File: src/rtl/icache_miss_ctrl.sv
// Miss handler for the 4-set direct-mapped icache: hit detection, dirty victim
// write-back, 16-beat line refill and release of the fetch stage.
module icache_miss_ctrl #(
   parameter int TAG_W = 24,
   parameter int IDX_W = 2,
   parameter int BEATS = 16
) (
   input  logic                  clk,
   input  logic                  rst_n,
   input  logic                  lookup_valid,
   input  logic [31:0]           lookup_va,
   input  logic [TAG_W-1:0]      lookup_ptag,
   input  logic [TAG_W-1:0]      line_tag,
   input  logic [1:0]            line_meta,
   input  logic [BEATS*32-1:0]   line_data,
   output logic                  hit,
   output logic                  stall,
   output logic                  cache_read_enable,
   output logic                  cache_write_enable,
   output logic [31:0]           cache_va,
   output logic [TAG_W-1:0]      cache_ptag,
   output logic [31:0]           cache_write_data,
   output logic                  cache_valid_data,
   output logic                  cache_dirty_data,
   output logic                  mem_req,
   output logic                  mem_we,
   output logic [31:0]           mem_addr,
   output logic [31:0]           mem_wdata,
   input  logic                  mem_ack,
   input  logic [31:0]           mem_rdata
);

   localparam int BEAT_W = $clog2(BEATS);
   localparam int IDX_LO = BEAT_W + 2;
   localparam logic [BEAT_W-1:0] LAST_BEAT = BEAT_W'(BEATS - 1);

   typedef enum logic [1:0] {IDLE, WB, FILL, DONE} state_t;

   state_t                state, state_nxt;
   logic [BEAT_W-1:0]     beat, beat_nxt;
   logic [31:0]           va_q;
   logic [TAG_W-1:0]      ptag_q;
   logic [TAG_W-1:0]      victim_tag;
   logic [BEATS*32-1:0]   victim_data;
   logic [IDX_W-1:0]      idx_q;
   logic                  hit_c;
   logic                  miss;
   logic                  beat_done;

   assign idx_q     = va_q[IDX_LO +: IDX_W];
   assign hit_c     = (state == IDLE) & lookup_valid & line_meta[1] & (line_tag == lookup_ptag);
   assign miss      = (state == IDLE) & lookup_valid & ~hit_c;
   // mem_req is high in exactly these two states, so an ack elsewhere is ignored
   assign beat_done = ((state == WB) | (state == FILL)) & mem_ack;

   always_ff @(posedge clk or negedge rst_n) begin
      if (!rst_n) begin
         state <= IDLE;
         beat  <= '0;
      end else begin
         state <= state_nxt;
         beat  <= beat_nxt;
      end
   end

   // Miss context; only meaningful once a miss has been taken, so no reset needed
   always_ff @(posedge clk) begin
      if (miss) begin
         va_q        <= lookup_va;
         ptag_q      <= lookup_ptag;
         victim_tag  <= line_tag;
         victim_data <= line_data;
      end
   end

   always_comb begin
      state_nxt          = state;
      beat_nxt           = beat;
      hit                = 1'b0;
      stall              = 1'b1;
      cache_read_enable  = 1'b0;
      cache_write_enable = 1'b0;
      cache_va           = va_q;
      cache_ptag         = '0;
      cache_write_data   = '0;
      cache_valid_data   = 1'b0;
      cache_dirty_data   = 1'b0;
      mem_req            = 1'b0;
      mem_we             = 1'b0;
      mem_addr           = '0;
      mem_wdata          = '0;
      case (state)
         IDLE: begin
            cache_read_enable = 1'b1;
            cache_va          = lookup_va;
            hit               = hit_c;
            stall             = miss;
            beat_nxt          = '0;
            if (miss) state_nxt = (line_meta == 2'b11) ? WB : FILL;
         end
         WB: begin
            mem_req   = 1'b1;
            mem_we    = 1'b1;
            mem_addr  = {victim_tag, idx_q, beat, 2'b00};
            mem_wdata = victim_data[{beat, 5'b00000} +: 32];
            if (beat_done) begin
               beat_nxt = beat + 1'b1;
               if (beat == LAST_BEAT) state_nxt = FILL;
            end
         end
         FILL: begin
            mem_req  = 1'b1;
            mem_addr = {ptag_q, idx_q, beat, 2'b00};
            if (beat_done) begin
               // Valid only with the final word so a partial line never hits
               cache_write_enable = 1'b1;
               cache_va           = {va_q[31:IDX_LO], beat, 2'b00};
               cache_write_data   = mem_rdata;
               cache_ptag         = ptag_q;
               cache_valid_data   = (beat == LAST_BEAT);
               beat_nxt           = beat + 1'b1;
               if (beat == LAST_BEAT) state_nxt = DONE;
            end
         end
         DONE: begin
            state_nxt = IDLE;
         end
         default: begin
            state_nxt = IDLE;
         end
      endcase
   end

endmodule

File: config.mk
export PLATFORM = sky130hd
export DESIGN_NAME = icache_miss_ctrl
export DESIGN_NICKNAME = d
export VERILOG_FILES = /design/src/rtl/icache_miss_ctrl.sv
export SDC_FILE = /design/constraint.sdc
export NUM_CORES = 1
export LEC_CHECK = 0
export BUFFER_PORTS_ARGS = -buffer_cell sky130_fd_sc_hd__buf_2
export CORE_AREA = 5 5 306 308
export DETAILED_ROUTE_END_ITERATION = 8
export DIE_AREA = 0 0 311 313
export GPL_ROUTABILITY_DRIVEN = 0
export PLACE_DENSITY = 0.58
export SLEW_MARGIN = 15
export SYNTH_ARGS = -nofsm -noshare
export SYNTH_HDL_FRONTEND = slang
export SYNTH_SLANG_ARGS = --single-unit
File: constraint.sdc
create_clock -name clk -period 62.4 [get_ports clk]
set_input_delay 12.48 -clock clk [delete_from_list [all_inputs] [get_ports clk]]
set_output_delay 12.48 -clock clk [all_outputs]
set_load 0.005 [all_outputs]
Word-level counts from Yosys, hierarchy flattened
Index checks and enable logic that the tools add are counted.

storage, ports and cells
  register bits = 598
  bits of input ports = 630

operators by class
  add/sub/neg operators = 1
  equal/unequal tests = 12
  shift operators = 1
  multiplexer cells = 26
  bitwise gates (word level) = 7
  reductions and logical operators = 5

operators with widths
  kind                   count
  $shiftx A512 B10 Y32   1
  $pmux W32 S2           2
  $mux W32               3
  $mux W24               2
  $eq A24 B24 Y1         1
  $mux W2                6
  $mux W1                9
  $pmux W2 S4            1
  $pmux W4 S2            1
  $eq A2 B2 Y1 const B   3
  $mux W6                1
  $ne A2 B1 Y1 const B   3
  $ne A2 B2 Y1 const B   3
  $and A1 B1 Y1          5
  $reduce_and A5 Y1      1
  $add A4 B1 Y4 const B  1
  $eq A4 B4 Y1 const B   1
  $mux W4                1
  $eq A2 B1 Y1 const B   1
  $logic_not A2 Y1       1
  $reduce_and A2 Y1      1
  $reduce_bool A2 Y1     1
  $reduce_or A2 Y1       1
  $not A1 Y1             1
  $or A1 B1 Y1           1

Depth between registers and ports, before layout
Gate-level depths: netlist of run 1.

  depth in word-level cells = 8
  depth in mapped cells = 7
  mapped depth without buffers = 7

Worst setup path after synthesis of run 1
Ideal clock, no wire load.

  path type = input-to-reg
  start = input port line_tag[9]
  end = register ptag_q[0], enable pin
  setup time = 1.560 ns
  arrival = 37.392 ns
  required time = 60.840 ns
  path slack = 23.448 ns
  cell stages on the path = 5
  cell sequence = xnor2_1 -> nand4_1 -> nor3_1 -> and2_1 -> nor2_1

between the ends
  cells in the longest elaborated chain, start to end = 4

RTL lines
  what                  line  RTL
  start, declared       13    input logic [TAG_W-1:0] line_tag,
  $eq A24 B24 Y1        51    assign hit_c = (state == IDLE) & lookup_valid & line_meta[1] & (line_tag == lookup_ptag);
  $and A1 B1 Y1         51
  $not A1 Y1            52    assign miss = (state == IDLE) & lookup_valid & ~hit_c;
  $and A1 B1 Y1         52
  via miss              47    logic miss;
  end signal, assigned  70    ptag_q <= lookup_ptag;
  end, declared         42    logic [TAG_W-1:0] ptag_q;

The timed path passes the listed nets, and every way through them passes these cells.
A chain may end at the register's enable or synchronous reset.

Worst setup path in the final report of run 1
  start = input port lookup_ptag[8]
  end = output port stall

between the ends
  cells in the longest elaborated chain, start to end = 5

RTL lines
  what             line  RTL
  start, declared  12    input logic [TAG_W-1:0] lookup_ptag,
  $eq A24 B24 Y1   51
  $and A1 B1 Y1    51
  $not A1 Y1       52
  $and A1 B1 Y1    52
  $mux W1          92    case (state)
  end, declared    17    output logic stall,

Every way passes these cells.

==> reports/summary.txt, run 1 <==
WL/cell: 23.0 um
Worst hold margin: 0.615 ns
Largest net degree at the start of global routing: 173
Vias in the first global route: 15500
DR DRC count: 0
Antenna viol nets, final: 0
Mux cell area share after synthesis: 15.5%
Pre-CTS setup slack: 35.69 ns
Root Driver: clkbuf_16
Final setup skew: 0.0210 ns
WS Path Type: input port to output pin
CTS Buf Count: 67
Final TNS setup: 0 ns
FILL cells: 8712
Die area: 97300 sq um
Design Area, Final: 31100 sq um
Row cnt: 111
WP data arrival: 14.12 ns
Slew HR: 21.9%
First-pass GRT wire length: 103 mm
Gr usage total: 14.2%
Via Count: 13955
NetSw: 387 uW
Critical Path Sink Type: output pin
Power per Cell Area: 42.6 nW/um^2
Clock latency on the worst-skew pair: 0.61 ns
Post-Synth Adder-Cell Area: 0.264%
Maximum vdd drop: 0.0000237 V
Die Wd: 311 um
Sink Count: 598
Starting Density: 26.1%
CTS Hold Bufs: 0
Drt pass-1 iters: 5
Synth unique cells: 30
Largest family of logic cells by synthesized area: multiplexers
Area grow syn2layout: 31.6%
CP max FO: 3
H-tree level count: 3
Cells after Synth: 1082
DP Wirelength: 53.8 mm
Clock network power share: 29.6%
Buffers on Ports: 786
Die height: 313 um
Placed cell area: 28900 sq um
XOR/XNOR Fraction of Synth Area: 0.999%
RSZ-0062 raised after global routing: no
Register area: 17900 sq um
Yosys warnings: 0
Combinational power share: 28.1%
F_max: 37.6 MHz
Worst Setup Start Kind: input port
Max Cap Violations: 0
Lkg Pwr: 11.6 nW
Final hold violations: 0
Reg clk slew, reported paths: 0.06 ns
Initial DRC count: 948
Total routed wirelength: 72.1 mm
Multi-input gate area: 5420 sq um
Pint: 941 uW
Remaining global-route overflow: 0
Sw Ratio: 29.1%
Post_cts resized: 0
Post-layout nets: 2526
Initial antenna violation count: 19
Post-Synth Simple-Gate Area: 3.63%
Ports: 790
CTS Buffer Depth: 3
Post-layout min period: 26.60 ns
Seq cells post-synth: 598
Flop pwr share: 42.3%
Ratio of cells with drive above 1 in the final layout: 54.9%
Worst path required time: 49.92 ns
Worst Hold Class: flop to flop
Vias per cell: 4.45
TritonCTS clock tree: done
Final worst slack: 35.80 ns
Post-CTS Setup Inserts: 0
Complex-gate fraction of the synthesized area: 2.34%
Syn avg cell area: 21.9 sq um
Actual slew at the worst max-slew pin: 1.17 ns
Setup Viol. Count Final: 0
Cell Area, Synth: 23700 sq um
Post-synthesis sequential area ratio: 75.7%
Core box area: 90800 sq um
Status: finished clean
Crit share post-route: 42.6%
Slew Viols, Final: 0
-- kinds of logic (layout without fill, tap and decap cells) --
kind of cell | count (synthesis) | in the layout
other cells | 1 | 11
mux | 167 | 167
simple gates | 142 | 142
buf+inv | 71 | 930
flops | 598 | 598
fa+ha+maj | 5 | 5
compound gates | 71 | 71
xor+xnor | 27 | 27
-- worst max-delay path, cell delays in order --
cell and delay, ns:
buf_2 0.11, xnor2_1 0.18, nand4_1 0.20, nor3_1 0.50, and2_1 0.36, o21ai_0 0.12
buf_2 0.17
-- synth_stat cells --
| cell type | n | area, sq um |
|---|---|---|
| a21oi_1 | 2 | 10.0 |
| a22o_1 | 30 | 263 |
| a22oi_1 | 28 | 210 |
| a32o_1 | 2 | 20.0 |
| and2_1 | 95 | 594 |
| buf_1 | 4 | 15.0 |
| buf_2 | 8 | 40.0 |
| buf_4 | 3 | 22.5 |
| buf_6 | 8 | 90.1 |
| clkbuf_1 | 43 | 161 |
| conb_1 | 1 | 3.75 |
| dfrtp_1 | 6 | 150 |
| edfxtp_1 | 592 | 17800 |
| ha_1 | 5 | 62.6 |
| inv_1 | 5 | 18.8 |
| mux2_2 | 2 | 22.5 |
| mux2i_1 | 5 | 50.1 |
| mux4_2 | 160 | 3600 |
| nand2_1 | 4 | 15.0 |
| nand3_1 | 4 | 20.0 |
| nand4_1 | 8 | 50.1 |
| nor2_1 | 5 | 18.8 |
| nor2b_1 | 24 | 150 |
| nor3_1 | 1 | 5.00 |
| nor4_1 | 1 | 6.26 |
| o21a_1 | 1 | 7.51 |
| o21ai_0 | 7 | 35.0 |
| o2bb2ai_1 | 1 | 8.76 |
| xnor2_1 | 26 | 228 |
| xor2_1 | 1 | 8.76 |
-- through the flow --
stage,instances,power [mW],util (%)
after floorplan,1084,0.882,-
after detailed placement,3008,0.956,31.9
final,3137,1.33,34.3
after global routing,3135,1.40,34.3
after global placement,3008,0.949,31.9
after CTS,3129,1.35,34.3
-- area by class of cell --
| cell class | count | area share, % |
|---|---|---|
| inverter | 5 | 0.0603 |
| tap | 1186 | 4.76 |
| clock buffer | 86 | 5.82 |
| clock inverter | 35 | 1.20 |
| multi-input combinational | 415 | 17.4 |
| timing repair buffer | 804 | 13.1 |
| antenna | 8 | 0.0643 |
| sequential | 598 | 57.6 |
-- power groups by stage --
| stage | clock network, mW | logic, mW | registers (mW) |
|---|---|---|---|
| 5_1_grt | 0.421 | 0.406 | 0.570 |
| 2_1_floorplan | 0 | 0.255 | 0.627 |
| 3_5_place_dp | 0 | 0.383 | 0.573 |
| 3_3_place_gp | 0 | 0.379 | 0.570 |
| 4_1_cts | 0.405 | 0.385 | 0.565 |
| 6_report | 0.392 | 0.373 | 0.562 |
-- cells in the final DEF (no fill, tap or decap), types with 3 or more instances in the layout --
| cell type | n |
|---|---|
| a22o_1 | 30 |
| a22oi_1 | 28 |
| clkbuf_1 | 16 |
| edfxtp_1 | 592 |
| xnor2_1 | 26 |
| nand2_1 | 4 |
| conb_1 | 3 |
| clkinvlp_4 | 3 |
| clkinv_1 | 12 |
| bufinv_16 | 6 |
| nand3_1 | 4 |
| mux4_2 | 160 |
| buf_2 | 786 |
| mux2i_1 | 5 |
| o21ai_0 | 7 |
| clkinv_2 | 9 |
| nand4_1 | 8 |
| nor2b_1 | 24 |
| and2_1 | 95 |
| nor2_1 | 4 |
| ha_1 | 4 |
| dfrtp_4 | 3 |
| diode_2 | 8 |
| inv_1 | 4 |
| buf_4 | 17 |
| clkbuf_16 | 70 |
-- registers in the layout, indices dropped and copies added (netlist names) --
register	cells
beat	4
va_q	32
state	2
victim_data	512
ptag_q	24
victim_tag	24
-- routing by layer --
metal | share of wire [%] | GRT usage [%] | wire length (um)
met1 | 37 | 16.3 | 26700
met2 | 53 | 25.7 | 38300
met3 | 7.1 | 4.05 | 5140
met4 | 2.6 | 4.64 | 1890
met5 | 0.14 | 0 | 101
-- path summary, 6_finish.rpt --
path                                 from                to  slack, ns  cells after the start
max                        lookup_ptag[8]             stall      35.80                      7
min                              state[0]          state[0]       0.61                      1
max reg2reg                      state[0]  victim_data[423]      57.78                     10
min reg2reg                      state[0]          state[0]       0.61                      1
max in group asynchronous           rst_n           beat[2]      50.54                      1
min in group asynchronous           rst_n           beat[1]      11.70                      1
Note: power is estimated with default switching activity, not from simulation.
==> run 2: changes to the inputs <==
--- a/config.mk
+++ b/config.mk
@@ -5,12 +5,13 @@
 export SDC_FILE = /design/constraint.sdc
 export NUM_CORES = 1
 export LEC_CHECK = 0
+export ABC_AREA = 1
 export BUFFER_PORTS_ARGS = -buffer_cell sky130_fd_sc_hd__buf_2
-export CORE_AREA = 5 5 306 308
+export CORE_AREA = 5 5 301 303
 export DETAILED_ROUTE_END_ITERATION = 8
-export DIE_AREA = 0 0 311 313
+export DIE_AREA = 0 0 306 308
 export GPL_ROUTABILITY_DRIVEN = 0
-export PLACE_DENSITY = 0.58
+export PLACE_DENSITY = 0.6
 export SLEW_MARGIN = 15
 export SYNTH_ARGS = -nofsm -noshare
 export SYNTH_HDL_FRONTEND = slang
==> constraint.sdc (replaced) <==
create_clock -name clk -period 26.7 [get_ports clk]
set_input_delay 5.34 -clock clk [delete_from_list [all_inputs] [get_ports clk]]
set_output_delay 5.34 -clock clk [all_outputs]
set_load 0.005 [all_outputs]
==> run 2 against run 1 <==
  * Via count rose by 32%
  * Worst setup slack worse by 21 ns
  * Non-clock buffer count is 5 higher
  * Register-to-register slack got worse by 35 ns
  * Combinational power grew to 2.7 times the previous value
  * Wire length grew 24%
  * Design area up 1.5%
  * Largest cell class unchanged
  * Largest power group unchanged
==> reports/summary.txt, run 2 <==
Syn avg cell area: 12.9 sq um
Slowest CP cell: inv_1
Finished Layout Cells: 3869
WS Path Type: input port to output pin
Max Cap Violations: 0
Max reg flops: 512
Synth area leader: edfxtp_1
TritonCTS clock tree: done
Die Wd: 306 um
Slew Viols, Final: 0
Total routed wirelength: 89.4 mm
DR DRC count: 0
Sink Count: 598
Post-Place Cells: 3724
Cell Area, Synth: 24300 sq um
Area grow syn2layout: 30.0%
F_max: 82.3 MHz
NetSw: 1.20 mW
Crit-path cells: buf_2 > nand2_1 > nor2_1 > inv_1 > nand2_1 > inv_1 > a22o_1 > buf_2
Largest net degree at the start of global routing: 181
Hold endpoint: state[1]
Ports: 790
Post-layout min period: 12.14 ns
CTS Buf Count: 70
Placed cell area: 29300 sq um
Starting Density: 27.7%
Buffers on Ports: 786
Gr usage total: 17.8%
Worst min-delay path startpoint: state[1]
Drt pass-1 iters: 5
Actual slew at the worst max-slew pin: 1.12 ns
Synth unique cells: 31
Worst reg2reg startpoint: state[0]
Vias in the first global route: 18130
Ys async rst share: 1.00%
Critical Path Sink Type: output pin
Initial antenna violation count: 32
Root Driver: clkbuf_16
Combinational power share: 30.7%
WL/cell: 23.1 um
Synth area leaders: edfxtp_1, nor2_1, o21ai_0
Final TNS setup: 0 ns
H-tree level count: 3
CTS Buffer Depth: 3
Post-layout nets: 3266
WP data arrival: 6.80 ns
CP max FO: 6
Worst path required time: 21.36 ns
Final hold violations: 0
Worst Setup Start Kind: input port
Pint: 2.12 mW
Initial DRC count: 1576
DP Wirelength: 63.2 mm
Cells after Synth: 1886
Setup Viol. Count Final: 0
Design Area, Final: 31600 sq um
Post-synth EDFFs: 592
Antenna viol nets, final: 0
Die height: 308 um
Die area: 94200 sq um
Lkg Pwr: 12.1 nW
Biggest register: victim_data
Commonest non-fill, non-tap cells in the layout: buf_2, edfxtp_1, nor2_1
Commonest non-fill, non-tap cell in the layout: buf_2
Slew HR: 25.6%
Yosys warnings: 0
Clock network power share: 28.7%
CTS Hold Bufs: 0
Post_cts resized: 0
Via Count: 18403
Seq cells post-synth: 598
Clock latency on the worst-skew pair: 0.60 ns
Sw Ratio: 36.2%
Post-synth top area share: 73.1%
Core box area: 87700 sq um
Most common cell in the netlist: edfxtp_1
Status: finished clean
Reg clk slew, reported paths: 0.06 ns
Hold depth: 2
Remaining global-route overflow: 0
R2R depth: 12
Biggest regs: victim_data (512), va_q (32)
CP peak stage delay: 0.38 ns
Post-CTS Setup Inserts: 0
Post-synth top flop: edfxtp_1
Ratio of cells with drive above 1 in the final layout: 34.3%
Final setup skew: 0.0206 ns
Reg2reg setup slack: 22.47 ns
Power per Cell Area: 105 nW/um^2
Crit share post-route: 45.5%
Worst R2R End: victim_data[141]
RSZ-0062 raised after global routing: no
Flop pwr share: 40.6%
Worst Hold Class: flop to flop
Row cnt: 109
Most frequent cells after synthesis: edfxtp_1, nor2_1, o21ai_0
First-pass GRT wire length: 123 mm
Worst hold margin: 0.524 ns
Post-synthesis sequential area ratio: 73.7%
Vias per cell: 4.76
Maximum vdd drop: 0.0000750 V
run 2: cell type report:
cell class | instances | area, sq um
Fill cell | 8678 | 56100
Sequential cell | 598 | 17900
Multi-Input combinational cell | 1104 | 5540
Timing Repair Buffer | 809 | 4140
Clock buffer | 86 | 1830
Tap cell | 1165 | 1460
Clock inverter | 35 | 427
Inverter | 48 | 198
Antenna cell | 24 | 60.1
run 2: worst max-delay path, delay by kind of cell:
kind            cells  cell delay [ns]
buf+inv             4             0.90
simple gates        3             0.29
compound gates      1             0.25
run 2: logic make-up (layout without fill, tap and decap cells):
kind of cell / after synthesis / after routing / synth area share (%)
flops: 598 / 598 / 73.7
xor+xnor: 8 / 8 / 0.288
buf+inv: 186 / 978 / 3.50
fa+ha+maj: 5 / 5 / 0.257
simple gates: 574 / 574 / 9.20
other cells: 1 / 27 / 0.0154
compound gates: 514 / 514 / 13.0
run 2: layer usage:
layer  global-route usage [%]  share of wire [%]  vias to the layer above  routed length, um
met5                        0              0.081                        -                 72
met4                     6.04                3.0                       12               2640
met3                     4.96                8.1                      131               7280
met2                     31.4                 51                      834              45200
met1                     21.0                 38                     8903              34300
li1                         -                  -                     8523                  -
run 2: stage by stage:
step	total power [mW]	utilization, %	setup slack [ns]
global route	3.50	36.0	14.43
floorplan	2.06	-	8.57
finish	3.32	36.0	14.56
global placement	2.39	33.4	14.41
CTS	3.37	36.0	14.45
detailed placement	2.40	33.4	14.45
run 2: worst max-delay path by stage:
stage	from	end	cells after the start
final	mem_ack	cache_va[0]	8
after global routing	mem_ack	cache_va[0]	8
after CTS	mem_ack	cache_va[0]	8
after detailed placement	mem_ack	cache_va[0]	8
after global placement	mem_ack	cache_va[0]	8
after floorplan	line_tag[15]	ptag_q[0]	9
run 2: power by group through the flow:
| stage | Clock, mW | Sequential, mW | Combinational, mW |
|---|---|---|---|
| 2_1_floorplan | 0 | 1.46 | 0.601 |
| 3_3_place_gp | 0 | 1.36 | 1.03 |
| 3_5_place_dp | 0 | 1.37 | 1.04 |
| 4_1_cts | 0.978 | 1.35 | 1.04 |
| 5_1_grt | 1.02 | 1.36 | 1.12 |
| 6_report | 0.954 | 1.35 | 1.02 |
==> run 3: changes to the inputs <==
--- a/config.mk
+++ b/config.mk
@@ -5,13 +5,13 @@
 export SDC_FILE = /design/constraint.sdc
 export NUM_CORES = 1
 export LEC_CHECK = 0
-export ABC_AREA = 1
+export ABC_AREA = 0
 export BUFFER_PORTS_ARGS = -buffer_cell sky130_fd_sc_hd__buf_2
-export CORE_AREA = 5 5 301 303
+export CORE_AREA = 5 5 306 308
 export DETAILED_ROUTE_END_ITERATION = 8
-export DIE_AREA = 0 0 306 308
+export DIE_AREA = 0 0 311 313
 export GPL_ROUTABILITY_DRIVEN = 0
-export PLACE_DENSITY = 0.6
+export PLACE_DENSITY = 0.58
 export SLEW_MARGIN = 15
 export SYNTH_ARGS = -nofsm -noshare
 export SYNTH_HDL_FRONTEND = slang
==> constraint.sdc (replaced) <==
create_clock -name clk -period 11.4 [get_ports clk]
set_input_delay 2.28 -clock clk [delete_from_list [all_inputs] [get_ports clk]]
set_output_delay 2.28 -clock clk [all_outputs]
set_load 0.005 [all_outputs]
==> run 3 against run 2 <==
  * Register-to-register slack got worse by 15 ns
  * Flip-flop and latch count did not move
  * Count of clock-buffer cells in the layout fell by 8
  * Sequential power rose by 130%
  * Design area fell by 0.85%
==> reports/summary.txt, run 3 (synthesized netlist as in run 1, its figures left out) <==
Biggest regs: victim_data (512), va_q (32)
Initial antenna violation count: 25
WP data arrival: 3.95 ns
Gr usage total: 14.3%
Drt pass-1 iters: 5
Setup Viol. Count Final: 0
Pint: 5.21 mW
Biggest register: victim_data
Combinational power share: 27.5%
Ports: 790
Area grow syn2layout: 32.4%
Finished Layout Cells: 3141
Die area: 97300 sq um
WL/cell: 22.9 um
Vias per cell: 4.47
DR DRC count: 0
Sink Count: 598
Clock latency on the worst-skew pair: 0.62 ns
F_max: 161 MHz
Slew Viols, Final: 0
DP Wirelength: 53.1 mm
NetSw: 2.17 mW
CTS Buffer Depth: 3
Post_cts resized: 0
TritonCTS clock tree: done
Row cnt: 111
Pre-CTS setup slack: 5.11 ns
Post-Place Cells: 3004
Post-CTS Setup Inserts: 0
Power per Cell Area: 236 nW/um^2
Antenna viol nets, final: 0
First-pass GRT wire length: 103 mm
CTS Buf Count: 68
Status: finished clean
Actual slew at the worst max-slew pin: 1.13 ns
Total routed wirelength: 72.0 mm
Lkg Pwr: 11.6 nW
Buffers on Ports: 786
Maximum vdd drop: 0.000125 V
Final worst slack: 5.17 ns
Root Driver: clkbuf_16
Largest net degree at the start of global routing: 163
Worst path required time: 9.12 ns
Post-layout min period: 6.23 ns
Core box area: 90800 sq um
Ratio of cells with drive above 1 in the final layout: 55.1%
Max Cap Violations: 0
Post-layout nets: 2523
Sw Ratio: 29.4%
Clock network power share: 30.5%
Critical Path Sink Type: output pin
Max reg flops: 512
H-tree level count: 3
Initial DRC count: 1007
Worst Setup Start Kind: flop
Starting Density: 26.1%
Die height: 313 um
Crit share post-route: 54.7%
CTS Hold Bufs: 0
WS Path Type: flop to output pin
Remaining global-route overflow: 0
Final hold violations: 0
Setup crit start: beat[0]
Worst Hold Class: flop to flop
CP max FO: 40
Slew HR: 24.7%
Vias in the first global route: 15388
Commonest non-fill, non-tap cells in the layout: buf_2, edfxtp_1, mux4_2
Flop pwr share: 42.0%
Die Wd: 311 um
Via Count: 14046
Final setup skew: 0.0214 ns
RSZ-0062 raised after global routing: no
Reg clk slew, reported paths: 0.06 ns
Worst min-delay path startpoint: state[0]
Worst reg2reg startpoint: state[0]
Commonest non-fill, non-tap cell in the layout: buf_2
run 3: final timing paths:
kind	end	slack, ns	depth (start not counted)
min in group asynchronous	state[0]	1.48	1
setup reg to reg	victim_data[167]	7.10	9
max in group asynchronous	beat[3]	9.73	1
setup / recovery	mem_wdata[31]	5.17	5
hold reg to reg	state[0]	0.63	1
hold / removal	state[0]	0.63	1
run 3: worst max-delay path, cell delays in order, from the launching register on:
cell     delay, ns
dfrtp_4       0.89
buf_4         0.77
mux4_2        0.65
mux4_2        0.47
and2_1        0.25
buf_2         0.21
run 3: stage by stage:
step | setup TNS [ns] | power [mW] | utilization, % | hold slack [ns] | cell area (sq um)
after floorplan | -264.37 | 4.52 | - | 0.510 | 23700
after detailed placement | 0 | 5.24 | 31.9 | 0.623 | 29000
after global routing | 0 | 7.76 | 34.5 | 0.647 | 31300
final | 0 | 7.38 | 34.5 | 0.632 | 31300
after CTS | 0 | 7.53 | 34.4 | 0.628 | 31300
after global placement | 0 | 5.20 | 31.9 | 0.588 | 29000
run 3: final cells by class:
cell class	instances	area, sq um
Clock inverter	42	594
Sequential cell	598	17900
Timing Repair Buffer	800	4090
Tap cell	1186	1480
Inverter	5	18.8
Clock buffer	78	1740
Fill cell	8661	59500
Multi-Input combinational cell	415	5420
Antenna cell	17	42.5
run 3: per-layer routing:
| layer | wire length (um) | global-route usage (%) | share of wire, % | vias up |
|---|---|---|---|---|
| li1 | - | - | - | 6116 |
| met1 | 26100 | 15.9 | 36 | 7099 |
| met2 | 37600 | 25.3 | 52 | 700 |
| met3 | 5890 | 4.81 | 8.2 | 121 |
| met4 | 2350 | 5.59 | 3.3 | 10 |
| met5 | 67 | 0 | 0.093 | - |
run 3: power groups by stage:
stage                     registers, mW  logic (mW)  clock network, mW
final                              3.10        2.03               2.25
after global routing               3.15        2.19               2.42
after CTS                          3.12        2.09               2.33
after detailed placement           3.16        2.08                  0
after global placement             3.14        2.06                  0
after floorplan                    3.12        1.40                  0
